`src/rtl/fetch_pkg.sv`:
```
// Shared constants for the instruction fetch controller: opcodes, opcode
// field bounds, FSM state encoding and the unconditional-jump predecoder.
package fetch_pkg;

  localparam logic [5:0] OP_J   = 6'h02;
  localparam logic [5:0] OP_JAL = 6'h03;

  localparam int OP_HI = 31;
  localparam int OP_LO = 26;

  localparam logic [1:0] S_FETCH_ENC  = 2'd0;
  localparam logic [1:0] S_FULL_ENC   = 2'd1;
  localparam logic [1:0] S_HALTED_ENC = 2'd2;

  typedef enum logic [1:0] {
    S_FETCH  = S_FETCH_ENC,
    S_FULL   = S_FULL_ENC,
    S_HALTED = S_HALTED_ENC
  } fetch_state_e;

  // j and jal redirect fetch immediately; everything else falls through.
  function automatic logic is_uncond_jump(input logic [5:0] op);
    return (op == OP_J) || (op == OP_JAL);
  endfunction

endpackage

```
`src/rtl/imem_fetch_ctrl_if.sv`:
```
// Bundle of the memory, redirect and decode-side signals of the fetch
// controller. master = fetch controller, slave = memory/execute/decode side.
interface imem_fetch_ctrl_if #(
  parameter int ADDR_W = 8,
  parameter int DATA_W = 32
);
  logic [ADDR_W-1:0] imem_addr;
  logic [DATA_W-1:0] imem_data;
  logic              redir_valid;
  logic [ADDR_W-1:0] redir_pc;
  logic              out_valid;
  logic              out_ready;
  logic [DATA_W-1:0] out_instr;
  logic [ADDR_W-1:0] out_pc;
  logic              halted;

  modport master (
    output imem_addr, out_valid, out_instr, out_pc, halted,
    input  imem_data, redir_valid, redir_pc, out_ready
  );

  modport slave (
    input  imem_addr, out_valid, out_instr, out_pc, halted,
    output imem_data, redir_valid, redir_pc, out_ready
  );
endinterface

```
`src/rtl/fetch_fifo.sv`:
```
// DEPTH-entry synchronous FIFO holding {pc, instr} pairs. Flush beats push
// and pop. Read data comes straight from registered storage.
module fetch_fifo #(
  parameter int DEPTH = 2,
  parameter int W     = 40,
  localparam int PW   = (DEPTH > 1) ? $clog2(DEPTH) : 1,
  localparam int CW   = PW + 1
) (
  input  logic          clk,
  input  logic          rst,
  input  logic          i_push,
  input  logic          i_pop,
  input  logic          i_flush,
  input  logic [W-1:0]  i_wdata,
  output logic [W-1:0]  o_rdata,
  output logic          o_full,
  output logic          o_empty,
  output logic [CW-1:0] o_count
);

  logic [W-1:0]  r_mem [DEPTH];
  logic [PW-1:0] r_wr_ptr;
  logic [PW-1:0] r_rd_ptr;
  logic [CW-1:0] r_count;
  logic          w_push;
  logic          w_pop;

  assign w_pop   = i_pop  && !o_empty;
  assign w_push  = i_push && (!o_full || w_pop);
  assign o_full  = (r_count == CW'(DEPTH));
  assign o_empty = (r_count == '0);
  assign o_count = r_count;
  assign o_rdata = r_mem[r_rd_ptr];

  // Pointer and occupancy tracking; pointers wrap since DEPTH is a power of two.
  always_ff @(posedge clk) begin
    if (rst || i_flush) begin
      r_wr_ptr <= '0;
      r_rd_ptr <= '0;
      r_count  <= '0;
    end else begin
      if (w_push) r_wr_ptr <= r_wr_ptr + 1'b1;
      if (w_pop)  r_rd_ptr <= r_rd_ptr + 1'b1;
      r_count <= r_count + CW'(w_push) - CW'(w_pop);
    end
  end

  // Storage; cleared on reset so the head reads as zero out of reset.
  always_ff @(posedge clk) begin
    if (rst) begin
      for (int i = 0; i < DEPTH; i++) r_mem[i] <= '0;
    end else if (w_push && !i_flush) begin
      r_mem[r_wr_ptr] <= i_wdata;
    end
  end

endmodule

```
`src/rtl/imem_fetch_ctrl.sv`:
```
// Instruction fetch controller: owns the pc, predecodes j/jal so fetch
// follows them without a bubble, queues {pc, instr} toward decode and
// takes redirects from execute. Optional self-jump halt detection is
// enabled with FETCH_HALT_DETECT_EN.
module imem_fetch_ctrl
  import fetch_pkg::*;
#(
  parameter int ADDR_W = 8,
  parameter int DATA_W = 32,
  parameter int DEPTH  = 2,
  localparam int CW    = ((DEPTH > 1) ? $clog2(DEPTH) : 1) + 1
) (
  input  logic              clk,
  input  logic              rst,
  imem_fetch_ctrl_if.master bus
);

  fetch_state_e      r_state;
  fetch_state_e      w_state_nxt;
  logic [ADDR_W-1:0] r_pc;
  logic [ADDR_W-1:0] w_next_pc;
  logic [5:0]        w_op;
  logic              w_jump;
  logic              w_self_jump;
  logic              w_pop;
  logic              w_push;
  logic              w_full;
  logic              w_empty;
  logic [CW-1:0]     w_count;
  logic [CW-1:0]     w_count_nxt;
  logic [ADDR_W+DATA_W-1:0] w_rdata;

  assign w_op      = bus.imem_data[OP_HI:OP_LO];
  assign w_jump    = is_uncond_jump(w_op);
  assign w_next_pc = w_jump ? bus.imem_data[ADDR_W-1:0] : r_pc + 1'b1;
  assign w_pop     = bus.out_valid && bus.out_ready;

`ifdef FETCH_HALT_DETECT_EN
  assign w_self_jump = (w_op == OP_J) && (bus.imem_data[ADDR_W-1:0] == r_pc);
`else
  assign w_self_jump = 1'b0;
`endif

  assign w_count_nxt = w_count + CW'(w_push) - CW'(w_pop);

  // State register.
  always_ff @(posedge clk) begin
    if (rst) r_state <= S_FETCH;
    else     r_state <= w_state_nxt;
  end

  // Next state: redirect wins; a pushed self-jump halts; otherwise track fullness.
  always_comb begin
    w_state_nxt = r_state;
    if (bus.redir_valid) begin
      w_state_nxt = S_FETCH;
    end else begin
      case (r_state)
        S_FETCH, S_FULL: begin
          if (w_push && w_self_jump)          w_state_nxt = S_HALTED;
          else if (w_count_nxt == CW'(DEPTH)) w_state_nxt = S_FULL;
          else                                w_state_nxt = S_FETCH;
        end
        S_HALTED: w_state_nxt = S_HALTED;
        default:  w_state_nxt = S_FETCH;
      endcase
    end
  end

  // Outputs: fetch whenever there is room after this cycle's pop, unless halted
  // or being redirected (the fetched word is then discarded).
  always_comb begin
    w_push     = 1'b0;
    bus.halted = 1'b0;
    if (r_state != S_HALTED && (!w_full || w_pop) && !bus.redir_valid)
      w_push = 1'b1;
`ifdef FETCH_HALT_DETECT_EN
    bus.halted = (r_state == S_HALTED);
`endif
  end

  // Program counter: only moves on a push or a redirect.
  always_ff @(posedge clk) begin
    if (rst)                  r_pc <= '0;
    else if (bus.redir_valid) r_pc <= bus.redir_pc;
    else if (w_push)          r_pc <= w_next_pc;
  end

  assign bus.imem_addr = r_pc;

  fetch_fifo #(
    .DEPTH (DEPTH),
    .W     (ADDR_W + DATA_W)
  ) u_fifo (
    .clk     (clk),
    .rst     (rst),
    .i_push  (w_push),
    .i_pop   (w_pop),
    .i_flush (bus.redir_valid),
    .i_wdata ({r_pc, bus.imem_data}),
    .o_rdata (w_rdata),
    .o_full  (w_full),
    .o_empty (w_empty),
    .o_count (w_count)
  );

  assign bus.out_valid = !w_empty;
  assign bus.out_pc    = w_rdata[DATA_W +: ADDR_W];
  assign bus.out_instr = w_rdata[DATA_W-1:0];

endmodule

```
`src/flat_wrapper.sv`:
```
// flat-port wrapper written by rule: the top's interface ports become plain ports
module imem_fetch_ctrl_flat import fetch_pkg::*;
#(
  parameter int ADDR_W = 8,
  parameter int DATA_W = 32,
  parameter int DEPTH  = 2,
  localparam int CW    = ((DEPTH > 1) ? $clog2(DEPTH) : 1) + 1
)
  (clk, rst, bus_imem_addr, bus_out_valid, bus_out_instr, bus_out_pc, bus_halted, bus_imem_data, bus_redir_valid, bus_redir_pc, bus_out_ready);
  imem_fetch_ctrl_if #(.ADDR_W(ADDR_W), .DATA_W(DATA_W)) bus_i ();
  input  logic clk;
  input  logic rst;
  output wire logic [$bits(bus_i.imem_addr)-1:0] bus_imem_addr;
  output wire logic [$bits(bus_i.out_valid)-1:0] bus_out_valid;
  output wire logic [$bits(bus_i.out_instr)-1:0] bus_out_instr;
  output wire logic [$bits(bus_i.out_pc)-1:0] bus_out_pc;
  output wire logic [$bits(bus_i.halted)-1:0] bus_halted;
  input wire logic [$bits(bus_i.imem_data)-1:0] bus_imem_data;
  input wire logic [$bits(bus_i.redir_valid)-1:0] bus_redir_valid;
  input wire logic [$bits(bus_i.redir_pc)-1:0] bus_redir_pc;
  input wire logic [$bits(bus_i.out_ready)-1:0] bus_out_ready;
  assign bus_imem_addr = bus_i.imem_addr;
  assign bus_out_valid = bus_i.out_valid;
  assign bus_out_instr = bus_i.out_instr;
  assign bus_out_pc = bus_i.out_pc;
  assign bus_halted = bus_i.halted;
  assign bus_i.imem_data = bus_imem_data;
  assign bus_i.redir_valid = bus_redir_valid;
  assign bus_i.redir_pc = bus_redir_pc;
  assign bus_i.out_ready = bus_out_ready;
  imem_fetch_ctrl #(.ADDR_W(ADDR_W), .DATA_W(DATA_W), .DEPTH(DEPTH)) u_core (.clk(clk), .rst(rst), .bus(bus_i));
endmodule
```
`config.mk`:
```
export PLATFORM = sky130hd
export DESIGN_NAME = imem_fetch_ctrl_flat
export DESIGN_NICKNAME = d
export VERILOG_FILES = /design/src/rtl/fetch_pkg.sv /design/src/rtl/imem_fetch_ctrl_if.sv /design/src/rtl/fetch_fifo.sv /design/src/rtl/imem_fetch_ctrl.sv /design/src/flat_wrapper.sv
export SDC_FILE = /design/constraint.sdc
export NUM_CORES = 1
export LEC_CHECK = 0
export CORE_ASPECT_RATIO = 1.75
export CORE_UTILIZATION = 27
export CTS_CLUSTER_SIZE = 25
export DETAILED_ROUTE_END_ITERATION = 16
export PLACE_DENSITY_LB_ADDON = 0.05
export SETUP_SLACK_MARGIN = 0.05
export SYNTH_ARGS = -nofsm -noshare
export SYNTH_HDL_FRONTEND = slang
export SYNTH_SLANG_ARGS = --single-unit
```
`constraint.sdc`:
```
create_clock -name clk -period 9.6 [get_ports clk]
set_clock_uncertainty 0.1 [all_clocks]
set_input_delay 1.44 -clock clk [delete_from_list [all_inputs] [get_ports clk]]
set_output_delay 1.44 -clock clk [all_outputs]
set_load 0.02 [all_outputs]
```
==> results of run 1 <==
-- flip-flops by register name, indices dropped and copies added, names as in the netlist, named ones only --
register	cells
u_core.u_fifo.r_wr_ptr	1
u_core.bus.imem_addr	8
u_core.u_fifo.o_count	2
u_core.u_fifo.r_rd_ptr	1
u_core.r_state	2
u_core.u_fifo.r_mem	80
-- layer usage --
layer,global-route usage (%),wire (µm),vias to the layer above
met2,24.6,5640,81
met3,2.03,365,12
met1,15.1,4320,1349
met5,0,0,-
li1,-,-,1371
met4,5.06,179,0
-- report_power, final --
part / leakage [nW] / switching, mW / internal [mW]
Combinational: 1.05 / 0.0672 / 0.0707
Sequential: 0.975 / 0.0131 / 0.474
Clock: 0.162 / 0.153 / 0.234
-- cell usage in the layout, fill, tap and decap left out, types with 4 or more instances in the layout --
cell type        instances
ha_1                     5
clkbuf_16               10
and3_2                   4
dfxtp_1                 14
edfxtp_1                80
a31oi_1                  4
and2_1                  84
o21ai_0                  4
nand2_1                  6
clkdlybuf4s50_1         92
mux2_2                  40
a221oi_1                 6
inv_1                    9
o211ai_1                 4
xnor2_1                  4
nor2_1                   6
-- through the flow --
stage	hold slack (ns)	setup slack, ns	total power [mW]
2_1_floorplan	0.289	5.27	0.565
3_3_place_gp	0.306	4.97	0.638
3_5_place_dp	0.311	4.94	0.638
4_1_cts	0.321	5.22	1.03
5_1_grt	0.345	5.02	1.05
6_report	0.314	5.31	1.01
-- critical path, cell delays in order --
cell             delay, ns
clkdlybuf4s50_1       0.47
nor2_1                0.06
a21oi_1               0.68
and3_1                0.26
buf_4                 0.35
or2_2                 0.86
-- cell type report --
| cell class | instances | area (µm²) |
|---|---|---|
| clock inverters | 3 | 47.5 |
| clock buffers | 13 | 282 |
| inverters | 9 | 33.8 |
| well taps | 189 | 236 |
| flip-flops and latches | 95 | 2700 |
| fillers | 1583 | 10100 |
| repair buffers | 95 | 943 |
| multi-input cells | 211 | 1590 |
-- kinds of logic after synthesis --
| kind of cell | count (synthesis) |
|---|---|
| adder cells (fa/ha/maj) | 5 |
| AO/OA/AOI/OAI | 36 |
| XOR/XNOR | 6 |
| AND/OR/NAND/NOR | 123 |
| multiplexers | 40 |
| flip-flops | 95 |
| buffers and inverters | 29 |
| other | 1 |
-- final timing paths --
path / from / end / depth (start not counted)
min reg2reg: u_core.r_state[1] / u_core.r_state[0] / 1
max: bus_out_ready / u_core.u_fifo.r_mem[1][37] / 6
min: u_core.r_state[1] / u_core.r_state[0] / 1
max reg2reg: u_core.r_state[1] / u_core.u_fifo.r_mem[1][37] / 5
-- cells in the mapped netlist, types with 4 or more instances --
cell      instances
a221oi_1          6
nor2_1            6
inv_1             9
ha_1              5
o21ai_0           4
and3_2            4
xnor2_1           4
nand2_1           6
edfxtp_1         80
clkbuf_1          8
and2_1           84
dfxtp_1          15
buf_4             5
o211ai_1          4
mux2_2           40
a31oi_1           4
==> metrics.md, run 1 <==
| Metric | Value |
|---|---|
| Post-CTS sizing | 0 |
| Total gr overflow | 0 |
| Synth Cell Area | 0.00442 mm² |
| H-tree levels | 3 |
| CTS Buffer Depth | 2 |
| Proportion of layout cells with a drive suffix above 1 | 16.9% |
| Core Util, Final | 36.6% |
| Post-synth EDFFs | 80 |
| GRT Total Usage | 13.2% |
| First-pass DRT Iterations | 4 |
| Cell variety after synth | 41 |
| Starting Density | around 28% |
| Number of synthesized register bits | 95 |
| Synth-to-Final Area Change | 32.1% |
| First-pass GRT wire length | 16.5 mm |
| Filler-free cell count of the finished design | about 600 |
| Std-Cell Rows | just over 60 |
| Crit start category | input port |
| DIE AREA | 0.0169 mm² |
| Antenna violations before repair | 0 |
| Post-Route WL | roughly 11 mm |
| Wire per inst | 17.1 µm |
| Tcrit/Tclk final | between 40 and 50% |
| Postcts setup bufs | 0 |
| Leakage | 2.19 nW |
| Warnings from Yosys | 0 |
| Crit-path max FO | approximately 40 |
| Main synth FF type | edfxtp_1 |
| Root buffer cell | clkbuf_16 |
| Post-synthesis cell count | about 340 |
| Largest net degree at the start of global routing | 42 |
| Adder-Cell Fraction of Synth Area | under 10% |
| Initial drt markers | just over 80 |
| Status | complete, no violations |
| Synth Area in XOR/XNOR | 1.19% |
| Vias per inst | ~4.6 |
| # nets final | 470 |
| Max_cap viols | 0 |
| FF-to-FF setup slack | 6.49 ns |
| Die height | 171 µm |
| Synth Area in Compound Gates | 5.64% |
| Top post-synthesis cells by area | edfxtp_1, and2_1, mux2_2, dfxtp_1, ha_1 |
| Syn Area/Cell | roughly 13 µm² |
| Num CTS Buffers | 9 |
| Simple-gate share of the synthesized area | 17.1% |
| Worst setup path class | in2reg |
| Slew HR | 29.4% |
| Hold Path Class | reg2reg |
| Pwr per Cell Area | 174 mW/mm² |
| Asr flop ratio synth | 0% |
| Clk Latency, worst-skew pair | ~0.34 ns |
| Count of final setup violators | 0 |
| Minimum clock period | 4.29 ns |
| HPWL after DPL | 6.94 mm |
| Peak Freq | 233 MHz |
| Setup TNS | 0 ns |
| Synthesized netlist net count | 384 |
| Yosys top cell area share | 54.4% |
| I/O pin total | 94 |
| Vias in the first global route | 2981 |
| CTS Hold Bufs | 0 |
| Vias after detailed routing | 2813 |
| CTS tree | built |
| Placed Cells | 599 |
| Post-DRT Antenna Nets | 0 |
| Required time of the critical path | roughly 9.5 ns |
| Worst setup EP type | register |
| ANT cells | 0 |
| Post-synthesis mux area share | 10.2% |
| Clock slew seen by the registers of the worst setup and hold paths | 0.07 ns |
| Cell taking the most area after synthesis | edfxtp_1 |
| Drt drc | 0 |
| Fraction of the yosys area taken by sequential cells | between 60% and 70% |
| Clock Sinks | 95 |
| Critical Path AT | 4.14 ns |
| Least-Margin Pin Slew | 1.06 ns |
| RSZ-0062 raised after global routing | false |
| Placed instance area | 0.00550 mm² |
| Hold Vio Cnt, Final | 0 |
| Die width | a little under 100 µm |
| GPL Wtd Cong | 0.764 |
| Final instance area | 0.00583 mm² |
| Main combinational cell family by area after synthesis | simple AND/OR/NAND/NOR gates |
| Worst vdd ir | 0.101 mV |
| Fin. max-slew vios | 0 |
| PortBufs | approximately 90 |
| Total core area | 0.0160 mm² |
(Power assumes the default switching activity.)
==> inputs of run 2 (changes only) <==
clock period = 3.7 ns   (was 9.6 ns; I/O delays follow)
==> metrics.md, run 2 (synthesis results as in run 1) <==
| Metric | Value |
|---|---|
| Max_cap viols | 0 (unchanged) |
| HPWL after DPL | 7.11 mm (was 6.94 mm) |
| Fillers | 1572 (was 1583) |
| CTS tree | built (unchanged) |
| Wire per inst | 17.2 µm (was 17.1 µm) |
| Crit start category | register (was input port) |
| Required time of the critical path | 3.04 ns (was 9.45 ns) |
| First-pass DRT Iterations | 4 (unchanged) |
| Post-CTS sizing | 0 (unchanged) |
| Clock Sinks | 95 (unchanged) |
| Leakage | 2.21 nW (was 2.19 nW) |
| Proportion of layout cells with a drive suffix above 1 | 17.6% (was 16.9%) |
| Post-DRT Antenna Nets | 0 (unchanged) |
| Starting Density | 27.7% (unchanged) |
| Status | complete, no violations (unchanged) |
| Die height | 171 µm (unchanged) |
| Fin. max-slew vios | 0 (unchanged) |
| Clk Latency, worst-skew pair | 0.33 ns (was 0.34 ns) |
| Largest net degree at the start of global routing | 41 (was 42) |
| Most common cell after layout, fill and taps aside | clkdlybuf4s50_1 (unchanged) |
| Filler-free cell count of the finished design | 621 (was 615) |
| First-pass GRT wire length | 16.4 mm (was 16.5 mm) |
| Pwr per Cell Area | 445 mW/mm² (was 174 mW/mm²) |
| CP Cell Sequence | buf_4 > mux2_2 > clkdlybuf4s50_1 (was clkdlybuf4s50_1 > nor2_1 > a21oi_1 > and3_1 > buf_4 > or2_2) |
| Seq. cell area | 0.00270 mm² (unchanged) |
| Num CTS Buffers | 9 (unchanged) |
| Hold Vio Cnt, Final | 0 (unchanged) |
| Std-Cell Rows | 61 (unchanged) |
| Postcts setup bufs | 0 (unchanged) |
| I/O pin total | 94 (unchanged) |
| Top reg by flops | u_core.u_fifo.r_mem (unchanged) |
| Hold Path Class | reg2reg (unchanged) |
| H-tree levels | 3 (unchanged) |
| PortBufs | 92 (unchanged) |
| Total gr overflow | 0 (unchanged) |
| Placed instance area | 0.00556 mm² (was 0.00550 mm²) |
| Synth-to-Final Area Change | 33.1% (was 32.1%) |
| Vias after detailed routing | 2821 (was 2813) |
| Die width | 98.7 µm (unchanged) |
| GRT Total Usage | 13.2% (about the same) |
| Final instance area | 0.00588 mm² (was 0.00583 mm²) |
| # nets final | 476 (was 470) |
| Total core area | 0.0160 mm² (unchanged) |
| Vias per inst | 4.54 (was 4.57) |
| Worst path slowest cell | dfxtp_2 (was or2_2) |
| Tcrit/Tclk final | 78.2% |
| Initial drt markers | 90 (was 81) |
| Setup TNS | 0 ns (unchanged) |
| DP Worst Slack | 0.918 ns (was 4.94 ns) |
| Worst setup EP type | output pin (was register) |
| Placed Cells | 605 (was 599) |
| Critical Path AT | 2.24 ns (was 4.14 ns) |
| ANT cells | 0 (unchanged) |
| Slowest stage delay, CP | 0.67 ns (was 0.86 ns) |
| Worst setup path class | reg2out (was in2reg) |
| Most frequent cells in the layout | clkdlybuf4s50_1, and2_1, edfxtp_1, mux2_2, dfxtp_1 (unchanged) |
| CTS Buffer Depth | 2 (unchanged) |
| Minimum clock period | 2.89 ns |
| Antenna violations before repair | 0 (unchanged) |
| Largest register FFs | 80 (unchanged) |
| Multi-input gate area | 0.00159 mm² (unchanged) |
| GPL Wtd Cong | 0.811 (was 0.764) |
| Worst vdd ir | 0.194 mV (was 0.101 mV) |
| Vias in the first global route | 2994 (was 2981) |
| Buf/Inv on CP | 2 (unchanged) |
| Crit-path max FO | 20 (was 41) |
| Clock slew seen by the registers of the worst setup and hold paths | 0.07 ns (about the same) |
| Drt drc | 0 (unchanged) |
| Core Util, Final | 36.9% (was 36.6%) |
| DIE AREA | 0.0169 mm² (unchanged) |
| Peak Freq | 346 MHz |
| Setup WS post-layout | 0.807 ns (was 5.31 ns) |
| Least-Margin Pin Slew | 0.597 ns (was 1.06 ns) |
| Post-Route WL | 10.7 mm (was 10.5 mm) |
| RSZ-0062 raised after global routing | false (unchanged) |
| Top cell family by delay on the critical path | buffers and inverters (was simple AND/OR/NAND/NOR gates) |
| CTS Hold Bufs | 0 (unchanged) |
| Root buffer cell | clkbuf_16 (unchanged) |
| Count of final setup violators | 0 (unchanged) |
| Slew HR | 60.2% (was 29.4%) |
run 2: final timing paths:
| path | cells past startpoint | endpoint | from | slack [ns] |
|---|---|---|---|---|
| worst max-delay path | 3 | bus_out_pc[6] | register | 0.81 |
| worst min-delay path | 1 | u_core.r_state[0] | u_core.r_state[1] | 0.32 |
| worst max register to register | 6 | u_core.u_fifo.r_mem[0][16] | u_core.u_fifo.o_count[0] | 1.63 |
| worst min register to register | 1 | u_core.r_state[0] | u_core.r_state[1] | 0.32 |
run 2: per-stage QoR:
stage,hold slack (ns),power [mW]
finish,0.320,2.62
detailed placement,0.313,1.66
global route,0.352,2.72
CTS,0.324,2.66
floorplan,0.289,1.47
global placement,0.321,1.66
run 2: area by class of cell:
type                            instances  area share, %
Tap cell                              189           4.02
Sequential cell                        95           46.0
Inverter                                9          0.575
Timing Repair Buffer                  101           17.0
Clock buffer                           13           4.26
Multi-Input combinational cell        211           27.0
Clock inverter                          3           1.15
run 2: routing by layer:
layer | GRT usage, % | wire [µm]
met5 | 0 | 0
met4 | 5.00 | 172
met3 | 2.68 | 363
met2 | 24.6 | 5710
met1 | 14.8 | 4460
run 2: power breakdown:
part / leakage (nW) / internal [mW] / switching, mW / total, mW
clock: 0.150 / 0.612 / 0.375 / 0.986
sequential: 0.975 / 1.23 / 0.0315 / 1.26
combinational: 1.09 / 0.188 / 0.181 / 0.369
